File: config.mk
export PLATFORM = sky130hd
export DESIGN_NAME = inst_encoder_loader
export DESIGN_NICKNAME = d
export VERILOG_FILES = /design/src/rtl/mips_isa_pkg.sv /design/src/rtl/inst_encoder.sv /design/src/rtl/inst_encoder_loader.sv
export SDC_FILE = /design/constraint.sdc
export NUM_CORES = 1
export LEC_CHECK = 0
export BUFFER_PORTS_ARGS = -buffer_cell sky130_fd_sc_hd__buf_2
export CAP_MARGIN = 20
export CORE_ASPECT_RATIO = 0.75
export CORE_MARGIN = 10
export CORE_UTILIZATION = 49
export DETAILED_ROUTE_END_ITERATION = 8
export GPL_TIMING_DRIVEN = 0
export PLACE_DENSITY = 0.92
export SLEW_MARGIN = 20
export SYNTH_ARGS = -nofsm -noshare
export SYNTH_HDL_FRONTEND = slang
export SYNTH_SLANG_ARGS = --single-unit
File: constraint.sdc
create_clock -name i_clk -period 2.5 [get_ports i_clk]
set_clock_uncertainty 0.15 [all_clocks]
set_input_delay 0.25 -clock i_clk [delete_from_list [all_inputs] [get_ports i_clk]]
set_output_delay 0.25 -clock i_clk [all_outputs]
set_load 0.01 [all_outputs]
File: src/rtl/mips_isa_pkg.sv
// mips_isa_pkg: shared op enum, MIPS opcode/funct constants, loader state type and packing helpers.
package mips_isa_pkg;
  typedef enum logic [4:0] {
    OP_NOP, OP_ADD, OP_ADDU, OP_SUB, OP_AND, OP_OR, OP_NOR, OP_SLT, OP_SLL, OP_MUL,
    OP_ADDI, OP_ADDIU, OP_ANDI, OP_ORI, OP_LW, OP_SW, OP_BEQ, OP_BNE, OP_BLTZ, OP_BGEZ,
    OP_BGTZ, OP_J
  } op_e;
  typedef enum logic [1:0] {S_IDLE, S_RUN, S_WRITE, S_DONE} state_e;
  localparam logic [5:0] OPC_RTYPE  = 6'd0;
  localparam logic [5:0] OPC_REGIMM = 6'd1;
  localparam logic [5:0] OPC_J      = 6'd2;
  localparam logic [5:0] OPC_BEQ    = 6'd4;
  localparam logic [5:0] OPC_BNE    = 6'd5;
  localparam logic [5:0] OPC_BGTZ   = 6'd7;
  localparam logic [5:0] OPC_ADDI   = 6'd8;
  localparam logic [5:0] OPC_ADDIU  = 6'd9;
  localparam logic [5:0] OPC_ANDI   = 6'd12;
  localparam logic [5:0] OPC_ORI    = 6'd13;
  localparam logic [5:0] OPC_MUL    = 6'd28;
  localparam logic [5:0] OPC_LW     = 6'd35;
  localparam logic [5:0] OPC_SW     = 6'd43;
  localparam logic [5:0] FN_SLL     = 6'd0;
  localparam logic [5:0] FN_MUL     = 6'd2;
  localparam logic [5:0] FN_ADD     = 6'd32;
  localparam logic [5:0] FN_ADDU    = 6'd33;
  localparam logic [5:0] FN_SUB     = 6'd34;
  localparam logic [5:0] FN_AND     = 6'd36;
  localparam logic [5:0] FN_OR      = 6'd37;
  localparam logic [5:0] FN_NOR     = 6'd39;
  localparam logic [5:0] FN_SLT     = 6'd42;
  localparam logic [4:0] RT_BLTZ    = 5'd0;
  localparam logic [4:0] RT_BGEZ    = 5'd1;

  function automatic logic [31:0] enc_r(input logic [5:0] opc, input logic [4:0] rs, input logic [4:0] rt,
                                        input logic [4:0] rd, input logic [4:0] sh, input logic [5:0] fn);
    return {opc, rs, rt, rd, sh, fn};
  endfunction

  function automatic logic [31:0] enc_i(input logic [5:0] opc, input logic [4:0] rs, input logic [4:0] rt,
                                        input logic [15:0] imm);
    return {opc, rs, rt, imm};
  endfunction
endpackage

File: src/rtl/inst_encoder.sv
// inst_encoder: combinational packing of one op into a MIPS instruction word.
module inst_encoder
  import mips_isa_pkg::*;
(
  input  logic [4:0]  i_opcode,
  input  logic [4:0]  i_rs,
  input  logic [4:0]  i_rt,
  input  logic [4:0]  i_rd,
  input  logic [4:0]  i_shamt,
  input  logic [15:0] i_imm,
  input  logic [25:0] i_target,
  output logic [31:0] o_word,
  output logic        o_unsupported
);
  always_comb begin
    o_word = '0;
    o_unsupported = 1'b0;
    case (i_opcode)
      OP_NOP:   o_word = '0;
      OP_ADD:   o_word = enc_r(OPC_RTYPE, i_rs, i_rt, i_rd, 5'd0, FN_ADD);
      OP_ADDU:  o_word = enc_r(OPC_RTYPE, i_rs, i_rt, i_rd, 5'd0, FN_ADDU);
      OP_SUB:   o_word = enc_r(OPC_RTYPE, i_rs, i_rt, i_rd, 5'd0, FN_SUB);
      OP_AND:   o_word = enc_r(OPC_RTYPE, i_rs, i_rt, i_rd, 5'd0, FN_AND);
      OP_OR:    o_word = enc_r(OPC_RTYPE, i_rs, i_rt, i_rd, 5'd0, FN_OR);
      OP_NOR:   o_word = enc_r(OPC_RTYPE, i_rs, i_rt, i_rd, 5'd0, FN_NOR);
      OP_SLT:   o_word = enc_r(OPC_RTYPE, i_rs, i_rt, i_rd, 5'd0, FN_SLT);
      OP_SLL:   o_word = enc_r(OPC_RTYPE, i_rs, i_rt, i_rd, i_shamt, FN_SLL);
      OP_MUL:   o_word = enc_r(OPC_MUL, i_rs, i_rt, i_rd, 5'd0, FN_MUL);
      OP_ADDI:  o_word = enc_i(OPC_ADDI, i_rs, i_rt, i_imm);
      OP_ADDIU: o_word = enc_i(OPC_ADDIU, i_rs, i_rt, i_imm);
      OP_ANDI:  o_word = enc_i(OPC_ANDI, i_rs, i_rt, i_imm);
      OP_ORI:   o_word = enc_i(OPC_ORI, i_rs, i_rt, i_imm);
      OP_LW:    o_word = enc_i(OPC_LW, i_rs, i_rt, i_imm);
      OP_SW:    o_word = enc_i(OPC_SW, i_rs, i_rt, i_imm);
      OP_BEQ:   o_word = enc_i(OPC_BEQ, i_rs, i_rt, i_imm);
      OP_BNE:   o_word = enc_i(OPC_BNE, i_rs, i_rt, i_imm);
      OP_BLTZ:  o_word = enc_i(OPC_REGIMM, i_rs, RT_BLTZ, i_imm);
      OP_BGEZ:  o_word = enc_i(OPC_REGIMM, i_rs, RT_BGEZ, i_imm);
      OP_BGTZ:  o_word = enc_i(OPC_BGTZ, i_rs, 5'd0, i_imm);
      OP_J:     o_word = {OPC_J, i_target};
      default:  o_unsupported = 1'b1;
    endcase
  end
endmodule

File: src/rtl/inst_encoder_loader.sv
// inst_encoder_loader: accepts ops over valid/ready, encodes them and writes words to instruction memory.
// Optional ENC_CHECKSUM_EN adds an XOR checksum of every acknowledged word.
module inst_encoder_loader
  import mips_isa_pkg::*;
(
  input  logic        i_clk,
  input  logic        i_rst_n,
  input  logic        i_start,
  input  logic [31:0] i_base_addr,
  input  logic        i_op_valid,
  output logic        o_op_ready,
  input  logic [4:0]  i_opcode,
  input  logic [4:0]  i_rs,
  input  logic [4:0]  i_rt,
  input  logic [4:0]  i_rd,
  input  logic [4:0]  i_shamt,
  input  logic [15:0] i_imm,
  input  logic [25:0] i_target,
  input  logic        i_op_last,
  output logic        o_imem_write,
  input  logic        i_imem_ack,
  output logic [31:0] o_imem_addr,
  output logic [31:0] o_imem_data,
  output logic        o_busy,
  output logic        o_done,
  output logic        o_error,
`ifdef ENC_CHECKSUM_EN
  output logic [31:0] o_checksum,
`endif
  output logic [15:0] o_count
);
  state_e      r_state, w_next;
  logic [31:0] r_addr, r_data, w_word;
  logic [15:0] r_count;
  logic        r_last, r_error, w_unsup, w_start, w_accept, w_ack;

  inst_encoder u_enc (
    .i_opcode(i_opcode), .i_rs(i_rs), .i_rt(i_rt), .i_rd(i_rd), .i_shamt(i_shamt),
    .i_imm(i_imm), .i_target(i_target), .o_word(w_word), .o_unsupported(w_unsup)
  );

  assign w_start  = (r_state == S_IDLE) && i_start;
  assign w_accept = (r_state == S_RUN) && i_op_valid;
  assign w_ack    = (r_state == S_WRITE) && i_imem_ack;

  always_ff @(posedge i_clk or negedge i_rst_n)
    if (!i_rst_n) r_state <= S_IDLE;
    else r_state <= w_next;

  always_comb begin
    w_next = r_state;
    case (r_state)
      S_IDLE:  w_next = i_start ? S_RUN : S_IDLE;
      S_RUN:   w_next = i_op_valid ? S_WRITE : S_RUN;
      S_WRITE: w_next = !i_imem_ack ? S_WRITE : r_last ? S_DONE : S_RUN;
      default: w_next = S_IDLE;
    endcase
  end

  always_comb begin
    o_op_ready   = r_state == S_RUN;
    o_busy       = (r_state == S_RUN) || (r_state == S_WRITE);
    o_done       = r_state == S_DONE;
    o_imem_write = r_state == S_WRITE;
  end

  always_ff @(posedge i_clk or negedge i_rst_n) begin
    if (!i_rst_n) begin
      r_addr  <= '0;
      r_data  <= '0;
      r_count <= '0;
      r_last  <= 1'b0;
      r_error <= 1'b0;
    end else begin
      if (w_start) begin
        r_addr  <= i_base_addr & 32'hFFFF_FFFC;
        r_count <= '0;
        r_error <= 1'b0;
      end
      if (w_accept) begin
        r_data <= w_word;
        r_last <= i_op_last;
        if (w_unsup) r_error <= 1'b1;
      end
      if (w_ack) begin
        r_addr  <= r_addr + 32'd4;
        r_count <= r_count + {15'd0, r_count != 16'hFFFF};
      end
    end
  end

`ifdef ENC_CHECKSUM_EN
  logic [31:0] r_checksum;
  always_ff @(posedge i_clk or negedge i_rst_n)
    if (!i_rst_n) r_checksum <= '0;
    else if (w_start) r_checksum <= '0;
    else if (w_ack) r_checksum <= r_checksum ^ r_data;
  assign o_checksum = r_checksum;
`endif

  assign o_imem_addr = r_addr;
  assign o_imem_data = r_data;
  assign o_error     = r_error;
  assign o_count     = r_count;
endmodule

==> results.md <==
* Power density over the cells at 1030 nW/um2
* Fin area at 6160 um2
* Setup TNS at 0 ns
* CP Buf/Inv Count at 1
* Type of the worst setup path: reg -> reg
* Number of instances in the synthesized netlist at 523
* TritonCTS clock tree: built
* Initial antenna violation count at 1
* Portion of the post-synthesis area used by sequential elements at 44.7%
* Count of final max-slew check failures at 0
* Leading area contributor after synthesis: sky130_fd_sc_hd__dfrtp_1
* First-pass GRT wire length at 27.3 mm
* Post-DR vias/cell at 6.09
* Cell internal power dissipation at 3.66 mW
* Fin. Hold Viols at 0
* Yosys cell types at 58
* Status: completed
* DRC viols at 0
* Actual slew at the worst max-slew pin at 0.903 ns
* Post-CTS clock slew at the launch and capture registers of the worst setup and hold paths at 0.06 ns
* Critical path peak fanout at 8
* Most frequent cell after synthesis: sky130_fd_sc_hd__dfrtp_1
* Final-report setup violation count at 0
* Postcts setup bufs at 0
* Max_slew headroom at 39.0%
* Combinational cell fraction of total power at 42.1%
* Area growth from synthesis to layout at 34.2%
* Detailed Place HPWL at 12.9 mm
* Max-capacitance violation count at 0
* Critical path's slowest cell: sky130_fd_sc_hd__dfrtp_1
* CP Capture Type: flop
* Number of cells traversed by the worst register-to-register path at 6
* Net total in the final layout at 844
* Endpoint of the worst register-to-register path: o_imem_addr[30]
* Site row count at 30
* Top achievable clock speed at 432 MHz
* Number of cells on the critical path at 6
* Post-DRT Antenna Nets at 0
* Top cells by count, synth: sky130_fd_sc_hd__dfrtp_1, sky130_fd_sc_hd__nand2_1, sky130_fd_sc_hd__o21ai_0
* Count of synthesis-stage warnings from yosys at 0
* Number of enable-type register cells in the synthesized netlist at 0
* Iter 0 DRT Violations at 542
* Average detailed-routed wire length per instance at 19.8 um
* Largest stage delay on the critical path at 0.49 ns
* Insertion delay to the later sink of the worst-skew pair at 0.33 ns
* Filler Cell Count at 774
* Most common flop cell mapped by yosys: sky130_fd_sc_hd__dfrtp_1
* R2R Setup Slk at 0.18 ns
* Weighted congestion reported at the end of routability-driven placement at 0.957
* CP Launch Point: o_imem_addr[17]
* Setup crit end: o_imem_addr[30]
* Clock group share of total power at 20.4%
* Number of H-tree levels at 3
* Die area at 13700 um2
* Global router's overall resource usage at 23.9%
* TritonCTS buffer count at 9
* Total standard cell area after synthesis at 4590 um2
* Sequential fraction of design power at 37.5%
* HP Class: in -> reg
* Launch point of the worst reg-to-reg path: o_imem_addr[17]
* Number of cells on the worst hold path at 3
* Switching power at 2.66 mW
* First-pass iteration count of the detailed router at 5
* Leak pwr at 2.96 nW
* Cell-by-cell listing of the critical path: nand4_1, or2_2, clkbuf_1, nor4_4, nor3_1, a211oi_1
* Arrival time of data at the critical path endpoint at 2.40 ns
* TritonCTS sink count at 82
* Fraction of layout cells with a size suffix above 1 at 30.7%
* Share of total power consumed by net switching at 42.1%
* Count of port buffers added during placement at 184
* Async set-reset flop share out of synthesis at 100%
* Startpoint kind of the worst setup timing path: flop
* Placement Cell Area at 5700 um2
* Worst hold slack at 0.0139 ns
* Tot Pwr at 6.32 mW
* Final core utilization at 67.8%
* Die extent in y at 104 um
* Die extent in x at 132 um
* Post-Syn Area per Cell at 8.77 um2
* Maximum number of pins on one net before global-route repair at 50
* Required arrival time at the worst endpoint at 2.59 ns
* Number of I/O pins at 190
* Grt ovf at 0
* Kind of cell with the highest combined delay on the critical path: simple AND/OR/NAND/NOR gates
* Proportion of netlist area held by the largest area contributor at 44.7%
* Root buf cell: sky130_fd_sc_hd__clkbuf_16
* Register bit total from synthesis at 82
* IR drop worst, VDD at 0.620 mV
* Initial Util at 50.5%
* Vias at 5271
* Deepest clock path buffer count at 2
* Vias in the first global route at 5267
* Final Critical Period at 2.32 ns
* Placeable Area at 9080 um2
* Crit share post-route at 92.6%
* Top post-synthesis cells by area: sky130_fd_sc_hd__dfrtp_1, sky130_fd_sc_hd__nand2_1, sky130_fd_sc_hd__o21ai_0
* Final WL at 17.1 mm
==> repair_timing <==
action | CTS | global route
setup endpoints to repair | 14 | 29
resized for setup | 2 | 14
hold buffers | 13 | 0
endpoints found under the hold margin | 45 | 0
cloned | 0 | 0
==> worst min-delay path by stage <==
stage | endpoint | slack (ns) | from
after floorplan | o_count[0] | -0.20 | i_rst_n
after detailed placement | o_imem_data[14] | 0.09 | i_rst_n
after global placement | o_imem_addr[15] | 0.30 | i_base_addr[15]
final | o_imem_addr[13] | 0.01 | i_base_addr[13]
after global routing | o_imem_addr[21] | 0.009 | i_base_addr[21]
after CTS | o_imem_addr[13] | 0.001 | i_base_addr[13]
==> tightest hold or removal path, cell delays in order <==
cell,delay [ns]
sky130_fd_sc_hd__buf_2,0.07
sky130_fd_sc_hd__nand2_1,0.04
sky130_fd_sc_hd__o311ai_0,0.08
==> cell type report <==
type                            instances  area [um2]  area share [%]
Sequential cell                        82        2050            33.4
Clock buffer                           10         229            3.72
Multi-Input combinational cell        396        2380            38.7
Clock inverter                          5        56.3           0.915
Antenna cell                            1        2.50          0.0407
Tap cell                              128         160            2.60
Buffer                                 32         145            2.36
Timing Repair Buffer                  198        1080            17.6
Inverter                               13        48.8           0.793
==> cells in the final DEF, fill, tap and decap left out, drive strengths merged, types with 13 or more instances in the layout <==
cell type	Yosys	routed
a21oi	25	25
and3	18	18
buf	7	191
clkbuf	26	36
dfrtp	82	82
dlygate4sd3	0	13
inv	13	13
nand2	76	76
nand3	25	25
nand4	15	15
nor2	40	40
nor3	16	16
o21ai	48	48
==> power by group through the flow <==
stage               sequential [mW]  clock (mW)  combinational, mW
CTS                            2.35        1.32               2.63
floorplan                      2.51           0               1.26
global route                   2.43        1.38               2.93
global placement               2.32           0               2.54
finish                         2.37        1.29               2.66
detailed placement             2.36           0               2.61
==> through the flow <==
step	std cells	setup WS, ns
final	865	0.185
after global routing	865	-0.0000375
after CTS	865	0.0641
after detailed placement	837	-0.0561
after global placement	836	-0.0338
after floorplan	524	0.378
==> sequential cells by signal, summed over array words and instances (netlist names) <==
register / count
o_error: 1
o_count: 16
o_imem_addr: 30
r_last: 1
r_state: 2
o_imem_data: 32
==> cell families (layout without fill, tap and decap cells) <==
| kind of cell | after synthesis | after routing | share of synthesized area, % |
|---|---|---|---|
| multiplexers | 9 | 9 | 1.99 |
| buffers and inverters | 46 | 258 | 4.17 |
| AO/OA/AOI/OAI | 161 | 161 | 23.4 |
| adder cells (fa/ha/maj) | 7 | 7 | 1.91 |
| XOR/XNOR | 4 | 4 | 0.764 |
| other | 1 | 3 | 0.0818 |
| AND/OR/NAND/NOR | 213 | 213 | 22.9 |
| flip-flops | 82 | 82 | 44.7 |
==> per-layer routing <==
| layer | global-route usage, % | share of wire, % | vias to the layer above |
|---|---|---|---|
| met5 | 0 | 0 | - |
| met1 | 29.3 | 39 | 2515 |
| li1 | - | - | 2373 |
| met3 | 8.16 | 9.7 | 52 |
| met4 | 8.32 | 2.7 | 0 |
| met2 | 38.4 | 48 | 331 |
No activity file was read; power rests on OpenSTA's default activity.
